==> config.mk <==
export PLATFORM = sky130hd
export DESIGN_NAME = cpu_control_fsm_flat
export DESIGN_NICKNAME = d
export VERILOG_FILES = /design/src/rtl/cpu_control_fsm_if.sv /design/src/rtl/cpu_control_fsm.sv /design/src/flat_wrapper.sv
export SDC_FILE = /design/constraint.sdc
export NUM_CORES = 1
export LEC_CHECK = 0
export ABC_AREA = 1
export ABC_CLOCK_PERIOD_IN_PS = 2850
export CAP_MARGIN = 20
export CELL_PAD_IN_SITES_DETAIL_PLACEMENT = 1
export CELL_PAD_IN_SITES_GLOBAL_PLACEMENT = 1
export CORE_MARGIN = 2
export CORE_UTILIZATION = 20
export CTS_CLUSTER_SIZE = 28
export DETAILED_ROUTE_END_ITERATION = 16
export GPL_TIMING_DRIVEN = 1
export PLACE_DENSITY_LB_ADDON = 0.08
export SLEW_MARGIN = 20
export SYNTH_ARGS = -nofsm -noshare
export SYNTH_HDL_FRONTEND = slang
export SYNTH_SLANG_ARGS = --single-unit
==> constraint.sdc <==
create_clock -name clk -period 2.85 [get_ports clk]
set_input_delay 0.57 -clock clk [delete_from_list [all_inputs] [get_ports clk]]
set_output_delay 0.57 -clock clk [all_outputs]
set_load 0.005 [all_outputs]
==> src/rtl/cpu_control_fsm_if.sv <==
// Control-word bus between the instruction sequencer (master) and the datapath (slave).
// The master side reads IR, the memory handshake and the flags, and drives the control word.
interface cpu_ctrl_if #(
  parameter int DATA_W = 16
);
  logic [15:0]       IR;
  logic              mem_ready;
  logic              Z;
  logic              N;
  logic [1:0]        PS;
  logic              IR_L;
  logic [2:0]        AA;
  logic [2:0]        BA;
  logic [2:0]        DA;
  logic              WR;
  logic              Clr;
  logic [4:0]        FS;
  logic              Cin;
  logic [4:0]        MuxD;
  logic              MuxA;
  logic [DATA_W-1:0] K;
  logic              MW;
  logic [1:0]        SS;
  logic [2:0]        state_o;

  modport master (
    input  IR, mem_ready, Z, N,
    output PS, IR_L, AA, BA, DA, WR, Clr, FS, Cin, MuxD, MuxA, K, MW, SS, state_o
  );

  modport slave (
    output IR, mem_ready, Z, N,
    input  PS, IR_L, AA, BA, DA, WR, Clr, FS, Cin, MuxD, MuxA, K, MW, SS, state_o
  );
endinterface

==> src/rtl/cpu_control_fsm.sv <==
// Multi-cycle control sequencer: INIT -> FETCH -> EXEC (-> MEM) -> FETCH, with HALT.
// The control word is decoded combinationally from the registered state and IR.
module cpu_control_fsm #(
  parameter int DATA_W     = 16,
  parameter int IMM_SIGNED = 0
) (
  input  logic          clk,
  input  logic          rst_n,
  cpu_ctrl_if.master    bus
);

  typedef enum logic [2:0] {
    ST_INIT  = 3'b000,
    ST_FETCH = 3'b001,
    ST_EXEC  = 3'b010,
    ST_MEM   = 3'b011,
    ST_HALT  = 3'b100
  } state_t;

  state_t            state_r;
  state_t            next_state_s;

  logic [1:0]        ps_s;
  logic              ir_l_s;
  logic [2:0]        aa_s;
  logic [2:0]        ba_s;
  logic [2:0]        da_s;
  logic              wr_s;
  logic              clr_s;
  logic [4:0]        fs_s;
  logic              cin_s;
  logic [4:0]        muxd_s;
  logic              muxa_s;
  logic [DATA_W-1:0] k_s;
  logic              mw_s;
  logic              taken_s;

  // Widen the 11-bit immediate field; sign_ext replicates bit 10 into the upper bits.
  function automatic logic [DATA_W-1:0] extend_imm(input logic [10:0] imm, input logic sign_ext);
    logic [DATA_W-1:0] ext_v;
    if (sign_ext) begin
      ext_v = {{(DATA_W-11){imm[10]}}, imm};
    end else begin
      ext_v = {{(DATA_W-11){1'b0}}, imm};
    end
    return ext_v;
  endfunction

  // State register; an asserted rst_n forces INIT immediately, aborting any write in flight.
  always_ff @(posedge clk or negedge rst_n) begin
    if (!rst_n) begin
      state_r <= ST_INIT;
    end else begin
      state_r <= next_state_s;
    end
  end

  // Next-state and control-word decode.
  always_comb begin
    next_state_s = state_r;
    ps_s         = 2'b00;
    ir_l_s       = 1'b0;
    aa_s         = 3'b000;
    ba_s         = 3'b000;
    da_s         = 3'b000;
    wr_s         = 1'b0;
    clr_s        = 1'b0;
    fs_s         = 5'b00000;
    cin_s        = 1'b0;
    muxd_s       = 5'b00000;
    muxa_s       = 1'b0;
    k_s          = {DATA_W{1'b0}};
    mw_s         = 1'b0;
    taken_s      = 1'b0;

    case (state_r)
      ST_INIT: begin
        clr_s        = 1'b1;
        ps_s         = 2'b11;
        next_state_s = ST_FETCH;
      end

      ST_FETCH: begin
        ir_l_s = bus.mem_ready;
        if (bus.mem_ready) begin
          next_state_s = ST_EXEC;
        end else begin
          next_state_s = ST_FETCH;
        end
      end

      ST_EXEC: begin
        case (bus.IR[15:14])
          2'b00: begin
            da_s         = bus.IR[13:11];
            aa_s         = bus.IR[10:8];
            ba_s         = bus.IR[7:5];
            fs_s         = {1'b0, bus.IR[3:0]};
            cin_s        = bus.IR[4];
            muxd_s       = 5'b00001;
            wr_s         = 1'b1;
            ps_s         = 2'b01;
            next_state_s = ST_FETCH;
          end

          2'b01: begin
            // PC advances here so MEM never touches it.
            aa_s         = bus.IR[10:8];
            ba_s         = bus.IR[7:5];
            da_s         = bus.IR[13:11];
            ps_s         = 2'b01;
            next_state_s = ST_MEM;
          end

          2'b10: begin
            k_s = extend_imm(bus.IR[10:0], 1'b1);
            case (bus.IR[13:11])
              3'b000:  taken_s = 1'b1;
              3'b001:  taken_s = bus.Z;
              3'b010:  taken_s = ~bus.Z;
              3'b011:  taken_s = bus.N;
              default: taken_s = 1'b0;
            endcase
            if (bus.IR[13:11] == 3'b111) begin
              ps_s         = 2'b00;
              next_state_s = ST_HALT;
            end else if (taken_s) begin
              ps_s         = 2'b10;
              next_state_s = ST_FETCH;
            end else begin
              ps_s         = 2'b01;
              next_state_s = ST_FETCH;
            end
          end

          2'b11: begin
            da_s         = bus.IR[13:11];
            k_s          = extend_imm(bus.IR[10:0], IMM_SIGNED != 0);
            fs_s         = 5'b01010;
            muxa_s       = 1'b1;
            muxd_s       = 5'b00100;
            wr_s         = 1'b1;
            ps_s         = 2'b01;
            next_state_s = ST_FETCH;
          end

          default: begin
            next_state_s = ST_INIT;
          end
        endcase
      end

      ST_MEM: begin
        aa_s = bus.IR[10:8];
        ba_s = bus.IR[7:5];
        da_s = bus.IR[13:11];
        // IR[4] selects store (MW held for the whole dwell) or load (write back on ready).
        if (bus.IR[4]) begin
          mw_s = 1'b1;
        end else begin
          muxd_s = 5'b00010;
          wr_s   = bus.mem_ready;
        end
        if (bus.mem_ready) begin
          next_state_s = ST_FETCH;
        end else begin
          next_state_s = ST_MEM;
        end
      end

      ST_HALT: begin
        next_state_s = ST_HALT;
      end

      default: begin
        next_state_s = ST_INIT;
      end
    endcase
  end

  assign bus.PS      = ps_s;
  assign bus.IR_L    = ir_l_s;
  assign bus.AA      = aa_s;
  assign bus.BA      = ba_s;
  assign bus.DA      = da_s;
  assign bus.WR      = wr_s;
  assign bus.Clr     = clr_s;
  assign bus.FS      = fs_s;
  assign bus.Cin     = cin_s;
  assign bus.MuxD    = muxd_s;
  assign bus.MuxA    = muxa_s;
  assign bus.K       = k_s;
  assign bus.MW      = mw_s;
  assign bus.SS      = 2'b00;
  assign bus.state_o = state_r;

endmodule

==> src/flat_wrapper.sv <==
// flat-port wrapper written by rule: the top's interface ports become plain ports
module cpu_control_fsm_flat 
#(
  parameter int DATA_W     = 16,
  parameter int IMM_SIGNED = 0
)
  (clk, rst_n, bus_IR, bus_mem_ready, bus_Z, bus_N, bus_PS, bus_IR_L, bus_AA, bus_BA, bus_DA, bus_WR, bus_Clr, bus_FS, bus_Cin, bus_MuxD, bus_MuxA, bus_K, bus_MW, bus_SS, bus_state_o);
  cpu_ctrl_if #(.DATA_W(DATA_W)) bus_i ();
  input  logic clk;
  input  logic rst_n;
  input wire logic [$bits(bus_i.IR)-1:0] bus_IR;
  input wire logic [$bits(bus_i.mem_ready)-1:0] bus_mem_ready;
  input wire logic [$bits(bus_i.Z)-1:0] bus_Z;
  input wire logic [$bits(bus_i.N)-1:0] bus_N;
  output wire logic [$bits(bus_i.PS)-1:0] bus_PS;
  output wire logic [$bits(bus_i.IR_L)-1:0] bus_IR_L;
  output wire logic [$bits(bus_i.AA)-1:0] bus_AA;
  output wire logic [$bits(bus_i.BA)-1:0] bus_BA;
  output wire logic [$bits(bus_i.DA)-1:0] bus_DA;
  output wire logic [$bits(bus_i.WR)-1:0] bus_WR;
  output wire logic [$bits(bus_i.Clr)-1:0] bus_Clr;
  output wire logic [$bits(bus_i.FS)-1:0] bus_FS;
  output wire logic [$bits(bus_i.Cin)-1:0] bus_Cin;
  output wire logic [$bits(bus_i.MuxD)-1:0] bus_MuxD;
  output wire logic [$bits(bus_i.MuxA)-1:0] bus_MuxA;
  output wire logic [$bits(bus_i.K)-1:0] bus_K;
  output wire logic [$bits(bus_i.MW)-1:0] bus_MW;
  output wire logic [$bits(bus_i.SS)-1:0] bus_SS;
  output wire logic [$bits(bus_i.state_o)-1:0] bus_state_o;
  assign bus_i.IR = bus_IR;
  assign bus_i.mem_ready = bus_mem_ready;
  assign bus_i.Z = bus_Z;
  assign bus_i.N = bus_N;
  assign bus_PS = bus_i.PS;
  assign bus_IR_L = bus_i.IR_L;
  assign bus_AA = bus_i.AA;
  assign bus_BA = bus_i.BA;
  assign bus_DA = bus_i.DA;
  assign bus_WR = bus_i.WR;
  assign bus_Clr = bus_i.Clr;
  assign bus_FS = bus_i.FS;
  assign bus_Cin = bus_i.Cin;
  assign bus_MuxD = bus_i.MuxD;
  assign bus_MuxA = bus_i.MuxA;
  assign bus_K = bus_i.K;
  assign bus_MW = bus_i.MW;
  assign bus_SS = bus_i.SS;
  assign bus_state_o = bus_i.state_o;
  cpu_control_fsm #(.DATA_W(DATA_W), .IMM_SIGNED(IMM_SIGNED)) u_core (.clk(clk), .rst_n(rst_n), .bus(bus_i));
endmodule
* Word-level counts from Yosys, hierarchy flattened *
Cells that the tools add are included.

word-level totals
  output and inout bits = 48
  word-level logic and storage cells = 55
  bits of input ports = 21
  register bits = 3

cells by class
  bitwise operators = 1
  eq/ne operators = 11
  muxes and demuxes = 36
  reductions and logical operators = 6

operators with widths
  kind                count
  $pmux 16 s2         1
  $pmux 3 s2          4
  $mux 16             1
  $pmux 3 s5          1
  $eq 3x2->1 const B  4
  $mux 1              12
  $mux 3              4
  $mux 2              5
  $pmux 5 s2          1
  $pmux 3 s3          1
  $pmux 2 s2          2
  $pmux 4 s2          1
  $eq 3x1->1 const B  2
  $eq 3x3->1 const B  2
  $logic_not 3->1     2
  $mux 5              1
  $eq 2x2->1 const B  2
  $pmux 1 s4          1
  $reduce_or 2->1     2
  $reduce_or 3->1     1
  $eq 2x1->1 const B  1
  $logic_not 2->1     1
  $pmux 1 s2          1
  $not 1->1           1

* Longest topological paths before layout *
Gate-level depths: netlist (run 1).

  depth in word-level cells = 8
  mapped depth = 7
  gate-level depth less buffers = 7

* Worst setup path after synthesis (run 1) *
Ideal clock, no wire load.

  path type = input -> output
  start = input bus_IR[14]
  end = output bus_K[12]
  required time = 2,280 ps
  stages = 5
  data arrival time = 1,505 ps
  path buffers = 1
  slack = 775 ps
  cells stage by stage = inv_1 ha_1 inv_1 nor3_1 buf_4

between the ends
  word-level cells in the longest chain between the ends = 3
  elaborated cells on any way between the ends = 4
  classes of those cells = eq/ne (2); mux (2)

ends and longest elaborated chain
  what             line                   text
  from (decl)      flat_wrapper.sv:11     input wire logic [$bits(bus_i.IR)-1:0] bus_IR;
  $eq 2x2->1       cpu_control_fsm.sv:93  case (bus.IR[15:14])
  $pmux 16 s2 (*)  cpu_control_fsm.sv:93
  $mux 16 (*)      cpu_control_fsm.sv:76  case (state_r)
  to (decl)        flat_wrapper.sv:26     output wire logic [$bits(bus_i.K)-1:0] bus_K;

Every way passes the cells marked *; elsewhere a longest branch is shown, timed or not.

* Final worst setup path (run 1) *
  start = input bus_IR[14]
  end = output bus_K[9]

The elaborated chain is that of the path after synthesis.

==> metrics, run 1 <==
status=complete, no violations; critical path type=in2out; register area share after synthesis=10.0%; RSZ-0062 raised after global routing=no; vias post-DR=990; initial DRC count=16; Final nets=218; gr ovfl total=0; Ys Warns=0; Clock Skew=1.52 ps; antenna violations before repair=0; Worst-path clk slew=30 ps; peak supply drop=187 uV; reg2reg path depth=5; remaining antenna violation count after routing=0; share of the synthesized area in the top cell type=11.0%; Worst setup SP type=input port; CTS tree=built; # IOs=69; CTS buffer count=3; Initial Util=20.7%; Crit. End Element=output pin; Buf+Inv Stages, Crit Path=4; # Max-Cap Violations=0; Avg WL per Cell=12.2 um; area leader, netlist=nand2_1; clk buf depth=2; number of global-route vias before repair=1,049; flip-flop count of the largest register after layout=3; fillcell total=482; largest net degree at the start of global routing=25; Reg area=75.1 um^2; worst-path cell chain=dlygate4sd2_1 -> inv_1 -> ha_2 -> nor2_1 -> buf_4 -> nor3_1 -> clkdlybuf4s50_1; synthesized flop and latch total=3; row count=22; area of the mapped netlist=751 um^2; port buffer count=63; CTS root buf=clkbuf_8; first-pass GRT wire length=4740 um; Crit Path Max Fanout=7; Final setup viols=0; GPL Wtd Cong=0.710; stages on the worst setup path=7; type of the worst min-delay path=in2async; f_max=379 MHz; HPWL after DPL=2400 um; Post-Layout Cell Count=239; antenna fix cells=0; slowest stage cell, crit path=clkdlybuf4s50_1; die area=4260 um^2; clk sink count=3; Final Hold Fails=0; WL final=2910 um; Placed Cells=234; H-tree depth=1; Crit path largest cell delay=540 ps; layout cells sized above 1=17.3%; area grow syn2layout=96.0%; Slew Limit Fails=0; CTS Hold Bufs=0; TritonRoute pass-1 iters=2; crit path time final=2640 ps; worst hold margin=535 ps; clk_lat worst skew=210 ps; Synth Instances=123; RR Endpoint=u_core.bus.state_o[2]$_DFF_PN0_; Final Cycle Share=92.6%; P_leak=0.667 nW; Core ar.=3630 um^2; Syn Area/Cell=6.10 um^2; R2R Path Start=u_core.bus.state_o[0]$_DFF_PN0_; pwr/cell area=525 nW/um^2; post-DR vias/cell=4.14; setup slack, reg-to-reg=1630 ps; CP required=2280 ps; Multi-input gate area=505 um^2; post-route DRC violation count=0; Vert. Die Dim=65.3 um; Die W=65.3 um; GRT Util Overall=14.0%; CP arrival=2070 ps; CP top delay family=buffers and inverters; Overall Power=0.772 mW; library cells used by synthesis=24; top post-synthesis cells by area=nand2_1 11%, dfrtp_1 10%, inv_1 9.5%
[cell usage after synthesis]
master / count
nand2_1: 22
inv_1: 19
nor2_1: 14
nor3_1: 13
buf_4: 9
nand3_1: 8
a21oi_2: 6
ha_1: 5
inv_2: 4
a21oi_1: 3
dfrtp_1: 3
o21ai_0: 3
buf_6: 2
nor3_2: 2
buf_2: 1
conb_1: 1
inv_4: 1
nand2_2: 1
nand2_4: 1
nand3_4: 1
nor2_8: 1
o211ai_2: 1
o21ai_1: 1
or2_2: 1
[power breakdown]
part	switching [mW]	internal, mW
registers	0.0198	0.0568
logic	0.277	0.297
clock network	0.0267	0.0953
[per-layer routing]
metal	global-route usage (%)	part of all wire [%]	up-vias	wire length (um)
li1	-	-	504	-
met1	15.5	40	453	1160
met2	27.6	55	31	1590
met3	2.05	5.3	2	154
met4	3.13	0.41	0	12
met5	0	0	-	0
[cell usage in the layout, fill, tap and decap left out, drive strengths merged, types with 3 or more instances in the layout]
cell and n:
a21oi 9, buf 9, clkbuf 4, clkdlybuf4s50 59
conb 5, dfrtp 3, dlygate4sd2 4, ha 5
inv 24, nand2 24, nand3 9, nor2 15
nor3 15, o21ai 4
[worst reg2reg max path: cells and delay by family (launching register included)]
family / cells / cell delay [ps]
flops: 1 / 400
buf+inv: 2 / 350
simple gates: 3 / 410
[repair_timing]
action,CTS,global route
resized for setup,6,0
buffers inserted,1,0
endpoints found under the setup margin,22,0
[per-stage QoR]
stage                     cell area (um^2)  TNS, ps  worst slack [ps]  util, %
after detailed placement              1420     -711             -65.1     39.1
final                                 1470        0               210     40.5
after global placement                1420     -212             -29.0     39.1
after floorplan                        766        0               775        -
after global routing                  1470        0              82.9     40.5
after CTS                             1470        0               197     40.5
[layout make-up]
class / instances / area share [%]
timing repair buffer: 72 / 47.1
multi-input combinational: 88 / 34.4
inverter: 24 / 6.29
sequential: 3 / 5.10
tap: 48 / 4.08
clock buffer: 4 / 3.06
[logic make-up after synthesis]
kind of cell             after synthesis  share of synthesized area, %
adder cells (fa/ha/maj)                5                          8.33
AO/OA/AOI/OAI                         14                          13.3
flip-flops                             3                          10.0
AND/OR/NAND/NOR                       64                          42.8
buffers and inverters                 36                          25.0
other                                  1                         0.500
[worst max-delay path by stage]
stage	endpoint	start	slack, ps
2_1_floorplan	bus_K[12]	bus_IR[14]	780
3_3_place_gp	bus_BA[2]	bus_IR[14]	-30
3_5_place_dp	bus_DA[2]	bus_IR[14]	-70
4_1_cts	bus_K[10]	bus_IR[14]	200
5_1_grt	bus_K[10]	bus_IR[14]	80
6_report	bus_K[9]	bus_IR[14]	210
Power figures use the tool's default switching activity.
==> run 2, diff against run 1 <==
- CTS_CLUSTER_DIAMETER: unset -> 50
==> results of run 2 <==
The final DEF is identical to that of run 1; final timing and power are the same.
